**config.mk**
```make
export PLATFORM = sky130hd
export DESIGN_NAME = boru_hatli_toplayici
export DESIGN_NICKNAME = d
export VERILOG_FILES = /design/src/rtl/boru_hatli_toplayici_pkg.sv /design/src/rtl/boru_hatli_toplayici_segment.sv /design/src/rtl/boru_hatli_toplayici.sv
export SDC_FILE = /design/constraint.sdc
export NUM_CORES = 1
export LEC_CHECK = 0
export CORE_ASPECT_RATIO = 1.4
export CORE_MARGIN = 8
export CORE_UTILIZATION = 40
export CTS_BUF_LIST = sky130_fd_sc_hd__clkbuf_8 sky130_fd_sc_hd__clkbuf_16
export CTS_CLUSTER_SIZE = 8
export DETAILED_ROUTE_END_ITERATION = 12
export DONT_BUFFER_PORTS = 1
export PLACE_DENSITY = 0.56
export SLEW_MARGIN = 40
export SYNTH_ARGS = -nofsm -noshare
export SYNTH_HDL_FRONTEND = slang
export SYNTH_HIERARCHICAL = 1
export SYNTH_SLANG_ARGS = --single-unit
```
**constraint.sdc**
```tcl
create_clock -name clk -period 2.1 [get_ports clk]
set_input_delay 0.21 -clock clk [delete_from_list [all_inputs] [get_ports clk]]
set_output_delay 0.21 -clock clk [all_outputs]
set_load 0.05 [all_outputs]
```
**src/rtl/boru_hatli_toplayici_pkg.sv**
```systemverilog
// Shared constants, stage-count helper and the per-stage pipeline record
// for the pipelined adder/subtractor.
// Latency: n/a (types only). Backpressure: n/a.
// Optional feature macro: ADDER_OVF_EN adds a registered signed-overflow bit.
package toplayici_pkg;

  localparam int DEF_WIDTH = 16;
  localparam int DEF_SEG   = 4;
  // Record fields are sized for the widest supported operand so the type can
  // live in the package; a module instance uses only the low WIDTH bits.
  localparam int MAX_WIDTH = 64;

  function automatic int stages_of(input int width, input int seg);
    return width / seg;
  endfunction

  // One pipeline stage: finished result segments, the operand segments not
  // yet consumed (right-aligned so the next segment is always bits [SEG-1:0]),
  // and the carry handed to the following stage.
  typedef struct packed {
    logic                 vld;
    logic                 carry;
`ifdef ADDER_OVF_EN
    logic                 ovf;
`endif
    logic [MAX_WIDTH-1:0] psum;
    logic [MAX_WIDTH-1:0] rem_a;
    logic [MAX_WIDTH-1:0] rem_b;
  } stage_rec_t;

endpackage

```
**src/rtl/boru_hatli_toplayici_segment.sv**
```systemverilog
// Combinational SEG-bit ripple-carry adder slice used by every pipeline stage.
// Latency: 0 cycles (purely combinational). Backpressure: none.
// Ports: a_i/b_i operands, c_i carry-in; s_o sum, c_o carry-out,
//        msb_c_o carry into the top bit (signed overflow = msb_c_o ^ c_o).
module segment_toplayici #(
  parameter int SEG = 4
) (
  input  logic [SEG-1:0] a_i,
  input  logic [SEG-1:0] b_i,
  input  logic           c_i,
  output logic [SEG-1:0] s_o,
  output logic           c_o,
  output logic           msb_c_o
);

  logic [SEG:0] c;

  always_comb begin
    c    = '0;
    s_o  = '0;
    c[0] = c_i;
    for (int i = 0; i < SEG; i++) begin
      s_o[i]   = a_i[i] ^ b_i[i] ^ c[i];
      c[i+1]   = (a_i[i] & b_i[i]) | (c[i] & (a_i[i] ^ b_i[i]));
    end
  end

  assign c_o     = c[SEG];
  assign msb_c_o = c[SEG-1];

endmodule

```
**src/rtl/boru_hatli_toplayici.sv**
```systemverilog
// Pipelined two's-complement adder/subtractor, one SEG-bit segment per stage.
// Latency: result valid after edge n+STAGES-1 for a transaction accepted on edge n.
// Backpressure: whole pipeline freezes (bubbles kept) while out_valid && !out_ready;
//               in_ready = !out_valid || out_ready.
// Ports: clk, rst_n (async active-low); in_valid/in_ready/a/b/sub operand side;
//        out_valid/out_ready/sum/carry_out result side; ovf only with ADDER_OVF_EN.
module boru_hatli_toplayici
  import toplayici_pkg::*;
#(
  parameter int WIDTH = DEF_WIDTH,
  parameter int SEG   = DEF_SEG
) (
  input  logic             clk,
  input  logic             rst_n,
  input  logic             in_valid,
  output logic             in_ready,
  input  logic [WIDTH-1:0] a,
  input  logic [WIDTH-1:0] b,
  input  logic             sub,
  output logic             out_valid,
  input  logic             out_ready,
  output logic [WIDTH-1:0] sum,
  output logic             carry_out
`ifdef ADDER_OVF_EN
  ,
  output logic             ovf
`endif
);

  localparam int STAGES = stages_of(WIDTH, SEG);

  if ((WIDTH % SEG) != 0) begin : g_bad_seg
    $error("WIDTH must be a multiple of SEG");
  end
  if (WIDTH > MAX_WIDTH) begin : g_bad_width
    $error("WIDTH exceeds the package record width");
  end

  stage_rec_t stg_q [STAGES];
  stage_rec_t stg_d [STAGES];

  logic             adv;
  logic [WIDTH-1:0] b_eff;

  logic [SEG-1:0] seg_a      [STAGES];
  logic [SEG-1:0] seg_b      [STAGES];
  logic           seg_ci     [STAGES];
  logic [SEG-1:0] seg_s      [STAGES];
  logic           seg_co     [STAGES];
  logic           seg_msb_ci [STAGES];

  // Single global enable: every stage moves together, so a stall never
  // reorders or squeezes out bubbles.
  assign adv      = !stg_q[STAGES-1].vld || out_ready;
  assign in_ready = adv;

  // Subtract as A + ~B + 1: invert B on entry, inject sub as stage-0 carry.
  assign b_eff = b ^ {WIDTH{sub}};

  for (genvar g = 0; g < STAGES; g++) begin : g_stage
    if (g == 0) begin : g_first
      assign seg_a[g]  = a[SEG-1:0];
      assign seg_b[g]  = b_eff[SEG-1:0];
      assign seg_ci[g] = sub;
    end else begin : g_rest
      assign seg_a[g]  = stg_q[g-1].rem_a[SEG-1:0];
      assign seg_b[g]  = stg_q[g-1].rem_b[SEG-1:0];
      assign seg_ci[g] = stg_q[g-1].carry;
    end

    segment_toplayici #(.SEG(SEG)) u_seg (
      .a_i     (seg_a[g]),
      .b_i     (seg_b[g]),
      .c_i     (seg_ci[g]),
      .s_o     (seg_s[g]),
      .c_o     (seg_co[g]),
      .msb_c_o (seg_msb_ci[g])
    );
  end

  always_comb begin
    for (int k = 0; k < STAGES; k++) begin
      stg_d[k] = '0;
    end

    stg_d[0].vld   = in_valid;
    stg_d[0].carry = seg_co[0];
    stg_d[0].psum  = MAX_WIDTH'(seg_s[0]);
    stg_d[0].rem_a = MAX_WIDTH'(a) >> SEG;
    stg_d[0].rem_b = MAX_WIDTH'(b_eff) >> SEG;

    for (int k = 1; k < STAGES; k++) begin
      stg_d[k].vld   = stg_q[k-1].vld;
      stg_d[k].carry = seg_co[k];
      stg_d[k].psum  = stg_q[k-1].psum | (MAX_WIDTH'(seg_s[k]) << (k * SEG));
      stg_d[k].rem_a = stg_q[k-1].rem_a >> SEG;
      stg_d[k].rem_b = stg_q[k-1].rem_b >> SEG;
    end

`ifdef ADDER_OVF_EN
    // Only the stage holding the MSB segment can see the sign-bit carries.
    stg_d[STAGES-1].ovf = seg_msb_ci[STAGES-1] ^ seg_co[STAGES-1];
`endif
  end

  always_ff @(posedge clk or negedge rst_n) begin
    if (!rst_n) begin
      for (int k = 0; k < STAGES; k++) begin
        stg_q[k] <= '0;
      end
    end else if (adv) begin
      for (int k = 0; k < STAGES; k++) begin
        stg_q[k] <= stg_d[k];
      end
    end
  end

  assign out_valid = stg_q[STAGES-1].vld;
  assign sum       = stg_q[STAGES-1].psum[WIDTH-1:0];
  assign carry_out = stg_q[STAGES-1].carry;
`ifdef ADDER_OVF_EN
  assign ovf       = stg_q[STAGES-1].ovf;
`endif

  // Record bits beyond the live segments (and the sign-carry tap when ovf is
  // not built) are intentionally left unread; gather them here.
  logic unused_bits;
  always_comb begin
    unused_bits = 1'b0;
    for (int k = 0; k < STAGES; k++) begin
      unused_bits = unused_bits ^ (^stg_q[k]) ^ seg_msb_ci[k];
    end
  end

endmodule

```
Word level (Yosys, flattened, before mapping)
Cells that the tools add are included.
Widths: inputs -> output; s select.
- bitwise operators: 84
- reduce and logical (&&, ||, !) cells: 2
- operators by type and width (kind ; count):
    $and 1x1->1 ; 32
    $xor 1x1->1 ; 32
    $or 1x1->1 ; 16
    $or 16x16->16 ; 1
    $xor 16x16->16 ; 1
    $or 8x12->12 ; 1
    $or 4x8->8 ; 1
    $logic_not 1->1 ; 1
    $logic_or 1x1->1 ; 1
- logic and storage cells: 104
- bits of input ports: 37
- register bits: 100
- output and inout bits: 19

Depth between registers and ports, before layout
Gate-level depths: netlist of the first run.
- word-level depth: 10
- gate-level depth with buffers: 10

Hierarchy
Netlist of the first run, hierarchy kept.
- by module, submodules not included (module ; instances ; cells each ; seq. area each (sq um) ; area an instance (sq um)):
    boru_hatli_toplayici ; 1 ; 222 ; 2402.3 ; 3836.2
    segment_toplayici ; 4 ; 12 ; 0.0 ; 110.1

Worst setup path after synthesis of the first run
Ideal clock, no wire load.
- kind: input port to flip-flop
- from: input sub
- to: register stg_q[713] (netlist name)
- path slack: -479 ps
- data required time: 1975 ps
- data arrival time: 2455 ps
- library setup time: 125 ps
- path buffers: 2
- stages on the path: 10
- cells stage by stage: buf_2 buf_4 xor2_1 fa_1 inv_1 fa_1 fa_1 inv_1 fa_1 mux2_2
- RTL lines (item ; RTL line ; RTL):
    from (decl) ; boru_hatli_toplayici.sv:19 ; input logic sub,
    to (signal, indexed assignment) ; boru_hatli_toplayici.sv:113 ; stg_q[k] <= stg_d[k];
    to (decl) ; boru_hatli_toplayici.sv:39 ; stage_rec_t stg_q [STAGES];

==> reports/qor.yml, run 1 <==
layout:
  fin_nets: 329
  final_layout_size_suffix_gt1_frac: 0.4840
  insertedDiodeCount: 0
  n_fill_cell: 912
  fin_cells: 419
  final_cell_area_sq_um: 4808
  syn_to_final_growth_pct: 12.43
clock_network:
  clk_path_buf_depth: 2
  htreeDepth: 3
  numCtsBuffers: 9
  cts.sinks: 96
  root_buffer: "clkbuf_16"
  path_clk_slew_ns: 0.06
  cts_tree: "done"
  clock_latency_ns: 0.33
timing:
  finClkSkew_ns: 0.006333
  worstMarginPinSlew_ns: 0.5254
  finalHoldViolations: 96
  period_needed_ns: 2.133
  slew_headroom: 0.6497
  rsz0062_at_grt: "yes"
  fin_ws_ns: -0.03256
  period_share: 1.016
  fin_tns_setup_ns: -0.08117
  hold-worst-slack_ns: -0.4319
  fmax_mhz: 468.9
  drv_slew: 0
  finalSetupViolations: 3
setup_path:
  criticalPathCategory: "reg -> reg"
  worstPathCellList: "fa_2 -> inv_1 -> fa_2 -> fa_2 -> inv_2 -> fa_1 -> mux2_2"
  cp_common_cell: "fa_2"
  crit_arrival_ns: 2.35
  endpoint_kind: "flip-flop"
  slowest_stage: "fa_1"
  r2r_slack_ns: -0.03
  critPathMaxFanout: 2
  startpoint_type: "flip-flop"
  slowest_delay_ns: 0.39
  cp.required_ns: 2.32
detailed_routing:
  dr.pass1.iters: 2
  ant_nets: 0
  wl_per_cell_um: 15.68
  drc_errors: 0
  vias: 1952
  drt_wl_total_mm: 6.571
  vias_per_cell: 4.659
  drt_iter0_markers: 35
power:
  vdd_drop_max_mv: 0.6183
  finalPower_w: 0.007896
  powerDensity_nw_per_um2: 1642
  p_leak_nw: 2.210
floorplan:
  core_sq_um: 10410
  initial_utilization: 0.4110
  die_w_um: 103.4
  std_cell_rows: 44
  dieArea_sq_um: 14300
  ios: 56
  fp.dieH_um: 138.3
grt:
  grt_max_degree: 97
  grt_overflow: 0
  grt_pass1_wl_mm: 11.10
  track_usage: 0.1020
  antenna_found_initial: 0
  grt_pass1_vias: 2146
yosys:
  synthesis.nets: 323
  synth_seq_area_share: 0.5617
  synth-seq-cells: 96
  synth_area_leaders: "dfrtp_1 (56%), mux2_2 (18%), mux2_4 (9.8%)"
  avgSynthCellArea_sq_um: 15.84
  netlist_instances: 270
  yosys.area.top_type: "dfrtp_1"
  synth_warnings: 6
  synth_top_area_share: 0.5617
  yosysUniqueCellTypes: 11
  synth_area_sq_um: 4277
placed_design:
  port_buffers: 0
  placedCellCount: 400
  dp_hpwl_mm: 4.328
  gp_congestion: 0.6668
  placed_area_sq_um: 4436
status:
  failed_checks: "negative hold slack, negative setup slack"
  outcome: "complete, but fails checks"
hold_path:
  hold_class: "in -> async"
flow_run:
  maxCapViolations: 0
[critical path, delay by kind of cell, from the launching register on]
kind | cells | cell delay [ns]
adders and majority gates | 4 | 1.27
DFF | 1 | 0.38
muxes | 1 | 0.26
buffers and inverters | 2 | 0.11
[per-stage QoR]
stage / setup slack (ns) / util
2_1_floorplan: -0.2154 / -
3_3_place_gp: -0.06267 / 0.4263
3_5_place_dp: -0.08553 / 0.4263
4_1_cts: -0.04443 / 0.4608
5_1_grt: -0.1413 / 0.4621
6_report: -0.03256 / 0.4621
[kinds of logic after synthesis]
family | count (synthesis) | share of synthesized area
AND/OR/NAND/NOR | 2 | 0.004681
adder cells (fa/ha/maj) | 16 | 0.07490
XOR/XNOR | 16 | 0.03277
multiplexers | 95 | 0.2747
buffers and inverters | 45 | 0.05120
flip-flops | 96 | 0.5617
[Yosys cell counts (all sizes together)]
cell,n
inv,32
dfrtp,96
buf,13
mux2,95
fa,16
xor2,16
nand2b,2
[path summary, 6_finish.rpt]
check                           cells after the start                endpoint                    from
worst max-delay path                                7  stg_q[333]$_DFFE_PN0P_    seg_a[4]$_DFFE_PN0P_
worst min-delay path                                0  stg_q[326]$_DFFE_PN0P_                   rst_n
worst max register to register                      7  stg_q[333]$_DFFE_PN0P_    seg_a[4]$_DFFE_PN0P_
worst min register to register                      1   out_valid$_DFFE_PN0P_  stg_d[193]$_DFFE_PN0P_
max in group asynchronous                           0  stg_d[197]$_DFFE_PN0P_                   rst_n
min in group clk                                    1  stg_d[455]$_DFFE_PN0P_                   a[11]
[repair_timing]
item | in CTS | in global routing
hold endpoints to repair | 96 | 96
pin swaps | 1 | 1
endpoints found under the setup margin | 3 | 6
buffers inserted | 2 | 1
gates resized for setup | 5 | 6
[flip-flops by register name (all words and copies together) (netlist names)]
name / flops
stg_d: 27
stg_q: 24
sum: 16
seg_a: 12
seg_b: 12
seg_ci: 3
carry_out: 1
out_valid: 1
[cells in the final DEF, fill, tap and decap left out]
cell	synthesis	routed
dfrtp_1	96	96
mux2_2	67	66
mux2_4	28	29
inv_1	32	28
xor2_1	16	15
fa_2	0	11
clkbuf_16	0	9
inv_2	0	6
buf_4	1	6
fa_1	16	5
clkbuf_8	0	3
bufinv_16	0	2
buf_12	0	2
xor2_2	0	1
nand2b_4	1	1
nand2b_1	1	1
[per-layer routing]
metal,track usage,share of wire
met2,0.1463,0.48
met5,0,0
met4,0.06656,0.028
met3,0.02563,0.047
met1,0.1317,0.45
[power breakdown]
group	internal, W	leakage [nW]	total [W]	switching [W]
Clock	0.00113	0.171	0.00178	0.000644
Sequential	0.00268	1.12	0.00378	0.00109
Combinational	0.00150	0.920	0.00234	0.000847
Total	0.00531	2.21	0.00790	0.00259
[final cells by class]
| type | count | area [sq um] | share of cell area |
|---|---|---|---|
| well taps | 138 | 172.7 | 0.03591 |
| flip-flops and latches | 96 | 2402 | 0.4996 |
| clock buffers | 12 | 266.5 | 0.05543 |
| multi-input cells | 129 | 1694 | 0.3523 |
| repair buffers | 8 | 85.08 | 0.01769 |
| clock inverters | 4 | 67.56 | 0.01405 |
| inverters | 32 | 120.1 | 0.02498 |
(Power assumes the default switching activity.)
==> run 2: changes to the inputs <==
--- a/config.mk
+++ b/config.mk
@@ -8,7 +8,8 @@
 export CORE_ASPECT_RATIO = 1.4
 export CORE_MARGIN = 8
 export CORE_UTILIZATION = 40
-export CTS_BUF_LIST = sky130_fd_sc_hd__clkbuf_8 sky130_fd_sc_hd__clkbuf_16
+export CTS_BUF_LIST = sky130_fd_sc_hd__clkbuf_8
+export CTS_CLUSTER_DIAMETER = 30
 export CTS_CLUSTER_SIZE = 8
 export DETAILED_ROUTE_END_ITERATION = 12
 export DONT_BUFFER_PORTS = 1
==> reports/qor.yml, run 2 (synthesized netlist as in run 1, its figures left out) <==
detailed_routing:
  drt_wl_total_mm: 6.602
  vias: 2015
  drc_errors: 0
  dr.pass1.iters: 4
  vias_per_cell: 4.675
  ant_nets: 0
  drt_iter0_markers: 52
  wl_per_cell_um: 15.32
floorplan:
  ios: 56
  die_w_um: 103.4
  initial_utilization: 0.4110
  dieArea_sq_um: 14300
  std_cell_rows: 44
  fp.dieH_um: 138.3
  core_sq_um: 10410
hold_path:
  hold_class: "in -> async"
timing:
  period_share: 1.047
  finClkSkew_ns: 0.01055
  rsz0062_at_grt: "yes"
  finalHoldViolations: 96
  hold-worst-slack_ns: -0.4627
  fmax_mhz: 455.0
  fin_tns_setup_ns: -0.1520
  fin_ws_ns: -0.09800
  finalSetupViolations: 3
  period_needed_ns: 2.198
  worstMarginPinSlew_ns: 0.5200
  drv_slew: 0
  slew_headroom: 0.6533
flow_run:
  maxCapViolations: 0
setup_path:
  critical-path-top-delay-family: "adder cells"
  path_buf_inv: 2
  slowest_delay_ns: 0.39
  criticalPathCategory: "reg -> reg"
  endpoint_kind: "flip-flop"
  slowest_stage: "dfrtp_1"
  cp_common_cell: "fa_2"
  startpoint_type: "flip-flop"
  critPathMaxFanout: 2
  cp.required_ns: 2.35
  crit_arrival_ns: 2.45
  worstPathCellList: "fa_2 -> inv_2 -> fa_2 -> fa_2 -> inv_2 -> fa_1 -> mux2_4"
power:
  powerDensity_nw_per_um2: 1551
  vdd_drop_max_mv: 0.5915
  finalPower_w: 0.007502
  p_leak_nw: 2.217
placed_design:
  placed_area_sq_um: 4436
  dp_hpwl_mm: 4.328
  port_buffers: 0
  gp_congestion: 0.6668
clock_network:
  htreeDepth: 3
  path_clk_slew_ns: 0.09
  cts.sinks: 96
  numCtsBuffers: 9
  root_buffer: "clkbuf_8"
  clk_path_buf_depth: 2
  clock_latency_ns: 0.36
  hold_buffers: 13
  cts_tree: "done"
layout:
  fin_nets: 341
  syn_to_final_growth_pct: 13.08
  layout_common_cells: "dfrtp_1 (96), mux2_2 (65), mux2_4 (30)"
  final_common_cell: "dfrtp_1"
  largest_reg_flops: 27
  insertedDiodeCount: 0
  final_cell_area_sq_um: 4836
  final_layout_size_suffix_gt1_frac: 0.4642
status:
  failed_checks: "negative hold slack, negative setup slack"
  outcome: "complete, but fails checks"
grt:
  grt_pass1_wl_mm: 11.23
  grt_max_degree: 97
  grt_overflow: 0
  grt_pass1_vias: 2194
  antenna_found_initial: 0
  track_usage: 0.1029
-- run 2: changes by cell type in the layout (fill, tap and decap cells not counted), sizes merged --
cell,delta
dlygate4sd3,+13
buf,-1
-- run 2: area by class of cell --
type                       instances  area [sq um]
timing repair buffer              20         207.7
clock buffer                      12         165.2
clock inverter                     4         67.56
tap                              138         172.7
multi-input combinational        129          1700
inverter                          32         120.1
sequential                        96          2402
fill                             921          5569
-- run 2: what timing repair did --
| item | in CTS | in global routing |
|---|---|---|
| endpoints found under the setup margin | 3 | 6 |
| pin swaps | 1 | 4 |
| setup buffers | 2 | 0 |
| resized for setup | 5 | 8 |
| hold endpoints to repair | 109 | 96 |
-- run 2: path summary, 6_finish.rpt --
| check | cells past startpoint | slack, ns | startpoint | end |
|---|---|---|---|---|
| worst min register to register | 1 | 0.46 | stg_d[193]$_DFFE_PN0P_ | out_valid$_DFFE_PN0P_ |
| worst max-delay path | 7 | -0.1 | seg_ci[0]$_DFFE_PN0P_ | sum[15]$_DFFE_PN0P_ |
| min in group clk | 2 | 0.13 | b[15] | stg_d[395]$_DFFE_PN0P_ |
| worst max register to register | 7 | -0.1 | seg_ci[0]$_DFFE_PN0P_ | sum[15]$_DFFE_PN0P_ |
| max in group asynchronous | 0 | 2.44 | rst_n | sum[2]$_DFFE_PN0P_ |
| worst min-delay path | 0 | -0.46 | rst_n | sum[5]$_DFFE_PN0P_ |
-- run 2: power by group --
group          switching, W  leakage [nW]  internal [W]  total, W
combinational      0.000848         0.974       0.00152   0.00237
clock              0.000600         0.125      0.000761   0.00136
sequential          0.00110          1.12       0.00268   0.00377
-- run 2: stage by stage --
step           instances  worst slack (ns)  utilization
5_1_grt              431           -0.1511       0.4648
2_1_floorplan        270           -0.2154            -
3_3_place_gp         400          -0.06267       0.4263
4_1_cts              431          -0.04504       0.4636
3_5_place_dp         400          -0.08553       0.4263
6_report             431          -0.09800       0.4648
-- run 2: per-layer routing --
metal,global-route usage,share of wire,wire length (um)
met5,0,0,0
met4,0.06197,0.025,162
met3,0.03065,0.053,347
met2,0.1460,0.48,3162
met1,0.1332,0.44,2930
==> run 3: changes to the inputs <==
--- a/config.mk
+++ b/config.mk
@@ -6,7 +6,7 @@
 export NUM_CORES = 1
 export LEC_CHECK = 0
 export CORE_ASPECT_RATIO = 1.4
-export CORE_MARGIN = 8
+export CORE_MARGIN = 2
 export CORE_UTILIZATION = 40
 export CTS_BUF_LIST = sky130_fd_sc_hd__clkbuf_8
 export CTS_CLUSTER_DIAMETER = 30
==> reports/qor.yml, run 3 (synthesized netlist as in run 1, its figures left out) <==
power:
  p_leak_nw: 2.194
  pwr-share-clk: 0.154
  sw_frac_of_total: 0.3551
  p_int_w: 0.004713
  p_comb_frac: 0.330
  powerDensity_nw_per_um2: 1522
  vdd_drop_max_mv: 0.6324
  pwr-share-seq: 0.516
  power_switching_w: 0.002595
timing:
  drv_slew: 0
  period_share: 1.025
  period_needed_ns: 2.153
  worstMarginPinSlew_ns: 0.5113
  slew_headroom: 0.6591
  fmax_mhz: 464.5
  finalSetupViolations: 3
  fin_ws_ns: -0.05300
  finalHoldViolations: 96
  finClkSkew_ns: 0.008890
  rsz0062_at_grt: "yes"
  hold-worst-slack_ns: -0.4707
floorplan:
  initial_utilization: 0.4110
  dieArea_sq_um: 11550
  ios: 56
  core_sq_um: 10410
  die_w_um: 91.39
  fp.dieH_um: 126.3
  std_cell_rows: 44
detailed_routing:
  dr.pass1.iters: 3
  wl_per_cell_um: 14.32
  ant_nets: 0
  vias: 2000
  drt_iter0_markers: 57
  drt_wl_total_mm: 6.157
  vias_per_cell: 4.651
  drc_errors: 0
clock_network:
  htreeDepth: 3
  cts_setup_buffers: 0
  root_buffer: "clkbuf_8"
  hold_buffers: 13
  cts.sinks: 96
  path_clk_slew_ns: 0.09
  clk_path_buf_depth: 2
  cts_tree: "done"
  clock_latency_ns: 0.36
  numCtsBuffers: 9
setup_path:
  cp.required_ns: 2.35
  startpoint_type: "flip-flop"
  endpoint_kind: "flip-flop"
  crit_arrival_ns: 2.40
  worstPathCellList: "fa_2 -> inv_2 -> fa_2 -> fa_2 -> inv_2 -> fa_2 -> mux2_4"
  criticalPathCategory: "reg -> reg"
  r2r_slack_ns: -0.05
  r2r-start: "seg_a[4]$_DFFE_PN0P_"
  slowest_delay_ns: 0.42
  cp_common_cell: "fa_2"
  critPathMaxFanout: 2
  slowest_stage: "fa_2"
  worstSetupStartpoint: "seg_a[4]$_DFFE_PN0P_"
flow_run:
  maxCapViolations: 0
placed_design:
  placed_area_sq_um: 4456
  placedCellCount: 401
  dp_hpwl_mm: 4.007
  pre_cts_ws_ns: -0.07302
  port_buffers: 0
  gp_congestion: 0.6971
layout:
  final_cell_area_sq_um: 4801
  final_layout_size_suffix_gt1_frac: 0.4760
  regArea_sq_um: 2402
  syn_to_final_growth_pct: 12.26
  fin_nets: 340
  layout_common_cells: "dfrtp_1 (96), mux2_2 (63), mux2_4 (32)"
  insertedDiodeCount: 0
  multi_input_area_sq_um: 1710
  fin_cells: 430
  largest_reg_flops: 27
  fin_util: 0.4614
  n_fill_cell: 931
  final_common_cell: "dfrtp_1"
grt:
  antenna_found_initial: 0
  grt_max_degree: 97
  grt_pass1_vias: 2107
  grt_overflow: 0
  track_usage: 0.1203
  grt_pass1_wl_mm: 10.84
hold_path:
  hold_class: "in -> async"
status:
  outcome: "complete, but fails checks"
  failed_checks: "negative hold slack, negative setup slack"
run 3: cell count changes in the layout (fill, tap and decap cells not counted), moves of 2 or more:
cell	previous run	this run
clkinv_2	0	3
inv_1	28	25
buf_4	5	3
bufinv_16	2	0
mux2_2	65	63
mux2_4	30	32
run 3: path summary, 6_finish.rpt:
path                                           to  depth (start not counted)
max                        stg_q[333]$_DFFE_PN0P_                          7
min                            sum[6]$_DFFE_PN0P_                          0
max reg2reg                stg_q[333]$_DFFE_PN0P_                          7
min reg2reg                 out_valid$_DFFE_PN0P_                          1
max in group asynchronous  stg_q[332]$_DFFE_PN0P_                          0
min in group clk           stg_d[391]$_DFFE_PN0P_                          2
run 3: per-layer routing:
layer	wire, um	vias to the layer above	track usage	share of wire
li1	-	909	-	-
met1	2911	1037	0.1728	0.47
met2	2814	42	0.1648	0.46
met3	232	12	0.02553	0.038
met4	199	0	0.07754	0.032
met5	0	-	0	0
run 3: metrics by stage:
| stage | power, W | setup TNS, ns | hold WS (ns) |
|---|---|---|---|
| 2_1_floorplan | 0.005649 | -0.2202 | -0.08559 |
| 3_3_place_gp | 0.006055 | -0.1561 | -0.08360 |
| 3_5_place_dp | 0.006148 | -0.1949 | -0.08334 |
| 4_1_cts | 0.007392 | -0.1839 | -0.4939 |
| 5_1_grt | 0.007887 | -0.3989 | -0.5058 |
| 6_report | 0.007308 | -0.1362 | -0.4707 |
run 3: final cells by class:
type                    instances  share of cell area
clock buffers                  11             0.03154
clock inverters                 5            0.006516
inverters                      32             0.02502
multi-input cells             129              0.3563
flip-flops and latches         96              0.5004
well taps                     138             0.03597
repair buffers                 19             0.04431
run 3: power by group through the flow:
stage / Sequential (W) / Combinational (W) / Clock, W
floorplan: 0.00369 / 0.00196 / 0
global placement: 0.00380 / 0.00226 / 0
detailed placement: 0.00383 / 0.00232 / 0
CTS: 0.00379 / 0.00243 / 0.00117
global route: 0.00390 / 0.00273 / 0.00126
finish: 0.00377 / 0.00242 / 0.00112
run 3: repair_timing:
action / in CTS / in global routing
setup endpoints to repair: 3 / 6
gates resized for setup: 13 / 4
hold endpoints to repair: 109 / 96
pin swaps: 1 / 3
run 3: critical path: cells and delay by family, from the launching register on:
| kind | cells | cell delay, ns |
|---|---|---|
| fa+ha+maj | 4 | 1.30 |
| flops | 1 | 0.38 |
| mux | 1 | 0.26 |
| buf+inv | 2 | 0.10 |
